--- config.mk ---
export PLATFORM = sky130hd
export DESIGN_NAME = exin_adc_avg
export DESIGN_NICKNAME = d
export VERILOG_FILES = /design/src/rtl/exin_adc_avg.sv
export SDC_FILE = /design/constraint.sdc
export NUM_CORES = 1
export LEC_CHECK = 0
export BUFFER_PORTS_ARGS = -buffer_cell sky130_fd_sc_hd__buf_2
export CAP_MARGIN = 15
export CELL_PAD_IN_SITES_DETAIL_PLACEMENT = 2
export CELL_PAD_IN_SITES_GLOBAL_PLACEMENT = 2
export CORE_ASPECT_RATIO = 1.5
export CORE_MARGIN = 8
export CORE_UTILIZATION = 39
export CTS_CLUSTER_DIAMETER = 100
export CTS_CLUSTER_SIZE = 16
export DETAILED_ROUTE_END_ITERATION = 8
export MAX_ROUTING_LAYER = met4
export PLACE_DENSITY_LB_ADDON = 0.1
export SYNTH_ARGS = -nofsm -noshare
export SYNTH_HDL_FRONTEND = slang
export SYNTH_SLANG_ARGS = --single-unit
--- constraint.sdc ---
create_clock -name clk -period 4 [get_ports clk]
set_input_delay 0.2 -clock clk [delete_from_list [all_inputs] [get_ports clk]]
set_output_delay 0.2 -clock clk [all_outputs]
set_load 0.1 [all_outputs]
--- src/rtl/exin_adc_avg.sv ---
// exin_adc_avg: sliding-window mean of ADC0832 conversions with hysteresis alarm.
// Each rising edge of the reader's finish flag captures one 8-bit sample into a
// 2^AVG_LOG2 deep window. A running sum is updated in place: the oldest sample is
// subtracted and the new one added, so no adder tree is needed.
// Pipeline: edge detect/sample latch -> window/sum update -> avg/alarm update.
// Optional feature macro: ADC_MINMAX_EN adds min_val/max_val tracking of avg.
//
// Handshake: finish/sample have no back-pressure; a capture happens on each
// 0->1 transition of finish, taking sample from that same cycle. avg_valid is a
// single-cycle strobe with no ready; a consumer must take avg while it is high.
module exin_adc_avg #(
  parameter int         AVG_LOG2 = 3,
  parameter logic [7:0] HI_TH    = 8'd200,
  parameter logic [7:0] LO_TH    = 8'd50
) (
  input  logic       clk,
  input  logic       rst,
  input  logic       finish,
  input  logic [7:0] sample,
  input  logic       clr,
  output logic [7:0] avg,
  output logic       avg_valid,
  output logic       full,
  output logic       alarm,
  output logic       state_dbg
`ifdef ADC_MINMAX_EN
  ,
  output logic [7:0] min_val,
  output logic [7:0] max_val
`endif
);

  localparam int N  = 1 << AVG_LOG2;
  localparam int SW = 8 + AVG_LOG2;
  localparam int CW = AVG_LOG2 + 1;

  typedef enum logic {
    FILL = 1'b0,
    RUN  = 1'b1
  } state_t;

  state_t              state_q, state_d;
  logic                finish_d;
  logic                edge_det;
  logic                cap_q;
  logic [7:0]          sample_q;
  logic [7:0]          win [N];
  logic [SW-1:0]       sum_q;
  logic [SW-1:0]       sum_new;
  logic [AVG_LOG2-1:0] wr_ptr;
  logic [CW-1:0]       count;
  logic                capture;
  logic                upd_q;
  logic [7:0]          avg_new;

  assign edge_det = finish & ~finish_d;
  // A pending capture is dropped if clr arrives alongside it.
  assign capture  = cap_q & ~clr;
  // Window regs start at zero, so this subtraction is exact even while filling.
  assign sum_new  = sum_q + SW'(sample_q) - SW'(win[wr_ptr]);
  // sum_q holds the post-capture sum during the output cycle.
  assign avg_new  = sum_q[SW-1:AVG_LOG2];

  // Stage 0: edge detect and latch the sample present on the first high cycle.
  always_ff @(posedge clk or negedge rst) begin
    if (!rst) begin
      finish_d <= 1'b0;
      cap_q    <= 1'b0;
      sample_q <= 8'd0;
    end else begin
      finish_d <= finish;
      cap_q    <= edge_det & ~clr;
      if (edge_det) sample_q <= sample;
    end
  end

  // Stage 1: replace the oldest window entry and update the running sum.
  always_ff @(posedge clk or negedge rst) begin
    if (!rst) begin
      for (int i = 0; i < N; i++) win[i] <= 8'd0;
      sum_q  <= '0;
      wr_ptr <= '0;
      count  <= '0;
      upd_q  <= 1'b0;
    end else if (clr) begin
      for (int i = 0; i < N; i++) win[i] <= 8'd0;
      sum_q  <= '0;
      wr_ptr <= '0;
      count  <= '0;
      upd_q  <= 1'b0;
    end else begin
      upd_q <= cap_q;
      if (cap_q) begin
        win[wr_ptr] <= sample_q;
        sum_q       <= sum_new;
        wr_ptr      <= wr_ptr + AVG_LOG2'(1);
        if (count != CW'(N)) count <= count + CW'(1);
      end
    end
  end

  // FSM state register.
  always_ff @(posedge clk or negedge rst) begin
    if (!rst) state_q <= FILL;
    else      state_q <= state_d;
  end

  // FSM next state: RUN once the window has been filled, back to FILL on clr.
  always_comb begin
    state_d = state_q;
    case (state_q)
      FILL: if (capture && count == CW'(N - 1)) state_d = RUN;
      RUN:  if (clr) state_d = FILL;
      default: state_d = FILL;
    endcase
  end

  // FSM outputs.
  always_comb begin
    full      = (state_q == RUN);
    state_dbg = state_q;
  end

  // Stage 2: publish the mean and evaluate the alarm on the new value.
  always_ff @(posedge clk or negedge rst) begin
    if (!rst) begin
      avg       <= 8'd0;
      avg_valid <= 1'b0;
      alarm     <= 1'b0;
    end else begin
      avg_valid <= 1'b0;
      if (upd_q && !clr) begin
        avg <= avg_new;
        if (full) begin
          avg_valid <= 1'b1;
          if (avg_new >= HI_TH)      alarm <= 1'b1;
          else if (avg_new <= LO_TH) alarm <= 1'b0;
        end
      end
    end
  end

`ifdef ADC_MINMAX_EN
  // Extremes of every published full-window mean since reset/clr.
  always_ff @(posedge clk or negedge rst) begin
    if (!rst) begin
      min_val <= 8'hFF;
      max_val <= 8'h00;
    end else if (clr) begin
      min_val <= 8'hFF;
      max_val <= 8'h00;
    end else if (upd_q && full) begin
      if (avg_new < min_val) min_val <= avg_new;
      if (avg_new > max_val) max_val <= avg_new;
    end
  end
`endif

endmodule

Yosys cells after proc, flatten, opt, wreduce, memory -nomap -nowiden
Index checks and enable logic that the tools add are counted.
{ "totals": {"in_bits": 12, "reg_bits": 104, "output_inout_bits": 12} }
{ "op_classes": {"add_sub_neg": 4, "n_reduce_logical": 9, "n_mux": 23, "n_bitwise": 7, "eq_ne": 2, "order_cmp": 4} }
{ "ops": {"columns": ["operator", "n"], "rows": [
  ["2-to-1 mux 64 bit", 2],
  ["bitwise mux 64 bit", 1],
  ["binary-select mux 8 bit (select 3 bit)", 1],
  ["demux 8 bit (select 3 bit)", 1],
  ["2-to-1 mux 8 bit", 3],
  ["2-to-1 mux 11 bit", 2],
  ["2-to-1 mux 4 bit", 3],
  ["adder 11 x 8 -> 11 bit", 1],
  ["subtractor 11 x 8 -> 11 bit", 1],
  [">= comparator 8 bit (second input constant)", 1],
  ["<= comparator 8 x 6 -> 1 bit (second input constant)", 1],
  ["2-to-1 mux 1 bit", 7],
  ["2-to-1 mux 3 bit", 2],
  ["nonzero test 2 bit", 3],
  ["adder 4 x 1 -> 4 bit (second input constant)", 1],
  ["== test 4 x 3 -> 1 bit (second input constant)", 1],
  [">= comparator 4 bit (second input constant)", 1],
  ["less-than comparator 4 x 1 -> 1 bit (second input constant)", 1],
  ["inequality test 4 bit (second input constant)", 1],
  ["NOT 3 -> 4 bit", 1],
  ["adder 3 x 1 -> 3 bit (second input constant)", 1],
  ["AND 1 bit", 3],
  ["logical AND 1 bit", 3],
  ["NOT 1 bit", 3],
  ["4 further kinds", 4]
]} }

Longest topological paths before layout
Gate-level depths: netlist (run 1).
{ "logic_depth": {"ltp_word": 8, "depth_mapped": 15} }

Worst setup path before layout (run 1)
OpenSTA, ideal clock, no wires.
{ "synth_timing": {"kind": "reg-to-reg", "from": "reg wr_ptr[1]", "to": "reg sum_q[9]", "t_arrival_ns": 3.272, "path_stages_with_launch": 15, "setup_ns": 0.080, "n_path_buf": 3, "slack_ns": 0.648, "synth_period_minus_slack_ns": 3.352, "path_cell_list": "dfrtp_1 buf_2 buf_2 mux2i_1 nor2_1 a211oi_1 o2bb2ai_1 fa_1 inv_1 ha_1 clkbuf_1 nand4_1 or4_1 a21bo_2 o211ai_2"} }
{ "synth_via": {"elab_chain_len": 7} }
{ "synth_lines": {"columns": ["item", "line_no", "rtl"], "rows": [
  ["from (decl)", "50", "logic [AVG_LOG2-1:0] wr_ptr;"],
  ["from (signal assigned)", "96", "wr_ptr <= wr_ptr + AVG_LOG2'(1);"],
  ["NOT 3 -> 4 bit (not written as such)", "60", "assign sum_new = sum_q + SW'(sample_q) - SW'(win[wr_ptr]);"],
  ["binary-select mux 8 bit (select 3 bit)", "60", null],
  ["2-to-1 mux 8 bit (not written as such) (2 in series)", "60", null],
  ["subtractor 11 x 8 -> 11 bit", "60", null],
  ["2-to-1 mux 11 bit", "93", "if (cap_q) begin"],
  ["2-to-1 mux 11 bit", "85", "end else if (clr) begin"],
  ["to (signal assigned)", "95", "sum_q <= sum_new;"],
  ["to (decl)", "48", "logic [SW-1:0] sum_q;"]
]} }
No other way between the ends. The select of a mux whose other input is x is not followed.
A chain may end at the register's enable or synchronous reset.

Worst setup path after layout (run 1)
{ "layout_timing": {"from": "reg wr_ptr[0]", "to": "reg sum_q[9]"} }
The elaborated chain is that of the path after synthesis.

==> metrics, run 1 <==
run status completed; max incr delay on CP between 0.7 and 0.8 ns; critical path's top delay family compound AO/OA/AOI/OAI gates; setup_tns 0 ns; Hold Buf Count CTS 2; CP max FO 18; Ys Warns 0; RSZ-0062 raised after global routing false; post-DP HPWL 13,000 µm; final-layout fill cell count between 1,500 and 2,000; register area share after synthesis 0.460; Most used DFF post-synth dfrtp_1; Ant. Diodes 0; H-tree levels 3; clock latency at the later pin of the worst-skew pair 0.35 ns; vias per inst 5.56; Post-DRT Antenna Nets 0; Worst-Margin Slew roughly 1.2 ns; layout cell share with drive strength beyond 1 0.121; Synth cell types 64; Netlist Area Pre-Place around 5700 µm²; Min-Delay Path Class input pin to flop; Crit Path Category flop to flop; flop2flop setup slack ~0.25 ns; first-pass GRT wire length 29,400 µm; core area roughly 14,000 µm²; total power between 2 and 3 mW; Die ar. between 15,000 and 20,000 µm²; dpl ws approximately 0.27 ns; EDFF count, synth 0; multiplexer area fraction after synthesis 0.0930; Final Max Slew Viols 0; simple-gate share of the synthesized area 0.172; Synth async-reset ratio 1.00; PnR worst setup slack between 0.2 and 0.25 ns; DRT Pass-1 Iters 4; final setup violation count 0; adder-cell area share of the yosys netlist 0.0636; top-level I/O count 24; Clock Skew 0.0115 ns; worst path arrival time 4.03 ns; part of the cycle the worst path needs 0.938; gr ovfl total 0; Gates resized, CTS repair 0; DRT iter0 DRCs 200; TritonCTS clock tree yes; Leak roughly 2.7 nW; Tmin final 3.75 ns; Starting Density 0.393; Compound-Gate Fraction of Synth Area 0.144; Mean Syn Cell Area roughly 9.2 µm²; CTS Sinks approximately 100; Total Nets Final roughly 670; Critical Path Slowest Stage Cell dfrtp_1; drt total wl approximately 18,000 µm; hold slack between 0.05 and 0.06 ns; Final Hold Viols 0; Worst EP required between 4 and 5 ns; syn nets between 600 and 700; Worst Hold Depth 3; row count 54; Buf+Inv Stages, Crit Path 2; total CTS buffers 9; Worst Reg-to-Reg Cells 11; via count 4,613; initial antenna violation count 0; RePlAce Congestion between 0.8 and 0.9; Reg clk slew, reported paths 0.08 ns; PortBufs 23; Cell Chain, Critical Path buf_4, nor2b_1, nand2_1, o221ai_1, fa_1, inv_1, ha_1, a21o_1, a221o_1, or4_1, o211ai_2; Root Buffer clkbuf_16; post-route DRC violation count 0; Syn Inst Count around 620; Tot GR Track Use 0.211; CP Capture Type flop; largest family of logic cells by synthesized area simple AND/OR/NAND/NOR gates; Synth Area in XOR/XNOR 0.00773; die width ~110 µm; Stages on worst setup path 11; worst vdd ir 0.000215 V; post-synthesis register bit count roughly 100; Critical Path Start Type flop; setup bufs post-CTS 0; Rel. slew slack 0.231; Layout area overhead 11.0%; CTS Buffer Depth 2; wire per inst 21.8 µm; Die Span Y about 160 µm; vias in the first global route about 5,200; max-cap viol count 0; largest net degree at the start of global routing 66; FMAX around 270 MHz; power density over the cells 430 nW/µm²
placed cells by master (no fill, tap or decap), types with 7 or more instances in the layout:
cell and count:
ha_1 16, nor2_1 38, mux4_2 7, nand2_1 136, buf_2 22, clkbuf_16 9
dfrtp_1 104, o21ai_0 21, inv_1 45, fa_1 8, nand3_1 9, buf_4 18
mux2i_1 29, a21oi_1 57
power breakdown:
part           internal (mW)  total (mW)  switching, mW  leakage, nW
logic                  0.224       0.678          0.454         1.12
registers               1.09        1.16         0.0649         1.42
clock network          0.430       0.869          0.438        0.138
total                   1.75        2.70          0.958         2.68
worst min-delay path, delay by kind of cell:
family                 cells  cell delay, ns
AOI/OAI and AO/OA          1            0.06
buffers and inverters      1            0.07
and+or+nand+nor            1            0.04
routing by layer:
layer	wire length [µm]	track usage	vias to the layer above
met5	0	-	-
met4	433	0.0693	0
met2	9890	0.378	65
met1	7290	0.234	2410
met3	449	0.0300	24
li1	-	-	2114
cells in the mapped netlist, types with 3 or more instances:
cell type	n	area share
nand2_1	136	0.090
dfrtp_1	104	0.46
a21oi_1	57	0.050
inv_1	45	0.030
nor2_1	38	0.025
mux2i_1	29	0.051
clkbuf_1	25	0.017
o21ai_0	21	0.019
ha_1	16	0.035
nand3_1	9	0.0080
buf_2	8	0.0071
fa_1	8	0.028
mux4_2	7	0.028
a211o_1	5	0.0077
a31oi_1	5	0.0055
mux2_2	5	0.0099
nor3_1	5	0.0044
xnor2_1	5	0.0077
a21o_1	4	0.0053
a22oi_1	4	0.0053
buf_1	4	0.0027
nand4_1	4	0.0044
nor2b_1	4	0.0044
o2111ai_1	4	0.0062
o211ai_1	4	0.0053
and2_1	3	0.0033
nand2b_1	3	0.0033
o21ai_1	3	0.0027
o221ai_1	3	0.0046
or4_1	3	0.0040
final timing paths:
path,end,startpoint
worst max register to register,sum_q[9],wr_ptr[0]
worst min register to register,avg[4],avg[4]
worst min-delay path,sample_q[2],sample[2]
min in group asynchronous,full,rst
worst max-delay path,sum_q[9],wr_ptr[0]
max in group asynchronous,win[50],rst
sequential cells by signal (all words and copies together), names as in the netlist:
register and cells:
finish_d 1, sum_q 11, wr_ptr 3, alarm 1
win 64, upd_q 1, avg_valid 1, count 4
avg 8, cap_q 1, sample_q 8, full 1
metrics by stage:
stage               utilization  instances  cell area (µm²)
floorplan                     -        615             5660
global placement          0.415        811             5980
detailed placement        0.415        811             5980
CTS                       0.436        829             6280
global route              0.437        830             6290
finish                    0.437        830             6290
kinds of logic after synthesis:
logic type | count (synthesis)
buffers and inverters | 85
XOR/XNOR | 5
flip-flops | 104
AO/OA/AOI/OAI | 131
multiplexers | 43
adder cells (fa/ha/maj) | 24
AND/OR/NAND/NOR | 223
area by class of cell:
cell class              count  area (µm²)  share of cell area
clock inverters             7        55.1             0.00876
multi-input cells         426        2720               0.433
inverters                  46         173              0.0275
clock buffers               9         225              0.0358
repair buffers             42         265              0.0422
well taps                 196         245              0.0390
flip-flops and latches    104        2600               0.414
No activity file was read; power rests on OpenSTA's default activity.
==> run 2: changes to the inputs <==
--- a/config.mk
+++ b/config.mk
@@ -10,13 +10,14 @@
 export CELL_PAD_IN_SITES_DETAIL_PLACEMENT = 2
 export CELL_PAD_IN_SITES_GLOBAL_PLACEMENT = 2
 export CORE_ASPECT_RATIO = 1.5
-export CORE_MARGIN = 8
+export CORE_MARGIN = 2
 export CORE_UTILIZATION = 39
 export CTS_CLUSTER_DIAMETER = 100
 export CTS_CLUSTER_SIZE = 16
 export DETAILED_ROUTE_END_ITERATION = 8
 export MAX_ROUTING_LAYER = met4
 export PLACE_DENSITY_LB_ADDON = 0.1
+export REMOVE_ABC_BUFFERS = 1
 export SYNTH_ARGS = -nofsm -noshare
 export SYNTH_HDL_FRONTEND = slang
 export SYNTH_SLANG_ARGS = --single-unit
==> constraint.sdc (replaced) <==
create_clock -name clk -period 4 [get_ports clk]
set_input_delay 0 -clock clk [delete_from_list [all_inputs] [get_ports clk]]
set_output_delay 0 -clock clk [all_outputs]
set_load 0.1 [all_outputs]
==> run 2 against run 1 <==
Effect of this change: sequential power hardly changed; combinational power is 2% higher; die area is 17% lower; largest cell class unchanged; largest power group unchanged; global-route usage is 4.9 points higher.
==> metrics, run 2 (same netlist as run 1, synthesis figures left out) <==
worst vdd ir between 0.00015 and 0.0002 V; Clk pwr share 0.336; Die ar. ~16,000 µm²; Reg area ~2600 µm²; Clock Skew approximately 0.0099 ns; wire per inst approximately 22 µm; via count between 4,000 and 5,000; Layout area overhead 12.4%; Cell Chain, Critical Path buf_4, mux2i_1, a21oi_1, nand2_1, o221ai_1, fa_1, inv_1, ha_1, a211o_1, a2111oi_1, nor4b_1, nand3b_1; final setup violation count 0; RePlAce Congestion 0.940; final core utilization 0.450; row count 53; Power Internal ~1.8 mW; setup_tns 0 ns; final-layout fill cell count between 1,500 and 2,000; core area roughly 14,000 µm²; FMAX roughly 270 MHz; Top Registers win (64), sum_q (11); max incr delay on CP approximately 0.70 ns; Final Hold Viols 0; H-tree levels 3; Crit Path Category flop to flop; CTS Sinks 104; switch share 0.345; die width 102 µm; Leak about 2.7 nW; run status completed; layout cell share with drive strength beyond 1 0.114; power density over the cells around 440 nW/µm²; Critical Path Slowest Stage Cell dfrtp_1; clock latency at the later pin of the worst-skew pair roughly 0.36 ns; Reg clk slew, reported paths 0.07 ns; Tot GR Track Use 0.260; DRT iter0 DRCs about 160; setup bufs post-CTS 0; Root Buffer clkbuf_16; Final Max Slew Viols 0; part of the cycle the worst path needs 0.931; area of the multi-input gates ~2700 µm²; worst path arrival time around 4 ns; TritonCTS clock tree yes; Seq pwr share 0.415; vias in the first global route about 5,300; largest net degree at the start of global routing 68; DRT Pass-1 Iters 4; Die Span Y 152 µm; most common cell after layout, fill and taps aside nand2_1; Post-DRT Antenna Nets 0; post-route DRC violation count 0; CTS Buffer Depth 2; RSZ-0062 raised after global routing false; CP max FO 14; commonest cells after routing, fill and taps aside 136 x nand2_1, 104 x dfrtp_1, 57 x a21oi_1; Starting Density 0.401; first-pass GRT wire length 29,300 µm; total CTS buffers 9; Critical Path Start Type flop; NetSw roughly 960 µW; vias per inst 5.60; top-level I/O count 24; Ant. Diodes 0; Tmin final 3.72 ns; Min-Delay Path Class input pin to flop; drt total wl 18,100 µm; Rel. slew slack 0.368; part of the power in combinational logic 0.249; max reg flops 64; Largest Register win; Worst EP required between 4 and 5 ns; Worst-Margin Slew ~0.95 ns; initial antenna violation count 0; max-cap viol count 0; hold slack around 0.16 ns; gr ovfl total 0; CP Capture Type flop; PortBufs 23; Total Nets Final 670; post-DP HPWL approximately 13,000 µm
## run 2: changes by cell type in the layout (fill, tap and decap cells not counted), sizes merged
cell / previous run / this run
inv: 48 / 49
bufinv: 0 / 1
clkbuf: 9 / 11
clkinv: 4 / 1
clkinvlp: 1 / 0
dlygate4sd3: 2 / 10
buf: 40 / 37
## run 2: timing repair
action / in CTS / in global routing
endpoints found under the hold margin: 75 / 0
gates resized for setup: 0 / 0
hold buffers: 10 / 0
## run 2: through the flow
| stage | area [µm²] | setup slack, ns | std cells | total power [mW] |
|---|---|---|---|---|
| 6_report | 6360 | 0.276 | 831 | 2.78 |
| 5_1_grt | 6360 | 0.0489 | 831 | 2.91 |
| 4_1_cts | 6360 | 0.298 | 831 | 2.81 |
| 3_5_place_dp | 5960 | 0.326 | 805 | 1.85 |
| 3_3_place_gp | 5960 | 0.483 | 805 | 1.81 |
| 2_1_floorplan | 5500 | 0.287 | 576 | 1.60 |
## run 2: final timing paths
| kind | from | endpoint | slack (ns) | cells past startpoint |
|---|---|---|---|---|
| setup / recovery | wr_ptr[1] | sum_q[7] | 0.28 | 12 |
| hold / removal | clr | wr_ptr[1] | 0.16 | 2 |
| setup reg to reg | wr_ptr[1] | sum_q[7] | 0.28 | 12 |
| hold reg to reg | avg[1] | avg[1] | 0.49 | 2 |
| max in group asynchronous | rst | win[54] | 2.61 | 3 |
| min in group asynchronous | rst | avg[6] | 0.31 | 2 |
## run 2: per-layer routing
| metal | track usage | vias up | wire, µm |
|---|---|---|---|
| met5 | - | - | 0 |
| met4 | 0.115 | 0 | 614 |
| met3 | 0.0248 | 33 | 384 |
| met2 | 0.456 | 76 | 9800 |
| met1 | 0.299 | 2426 | 7340 |
| li1 | - | 2117 | - |
## run 2: worst max-delay path, delay by kind of cell, from the launching register on
family	cells	cell delay (ns)
buf+inv	2	0.36
flops	1	0.70
compound gates	4	1.06
simple gates	3	0.37
mux	1	0.22
fa+ha+maj	2	0.91
## run 2: layout make-up
class                           count  share of cell area
Tap cell                          192              0.0378
Clock inverter                      5             0.00964
Multi-Input combinational cell    426               0.428
Inverter                           46              0.0271
Clock buffer                       11              0.0382
Timing Repair Buffer               47              0.0507
Sequential cell                   104               0.409
## run 2: power by group through the flow
stage,logic [mW],registers (mW),clock network [mW]
2_1_floorplan,0.361,1.24,0
3_3_place_gp,0.640,1.17,0
3_5_place_dp,0.675,1.17,0
4_1_cts,0.692,1.15,0.960
5_1_grt,0.754,1.16,0.997
6_report,0.692,1.15,0.935
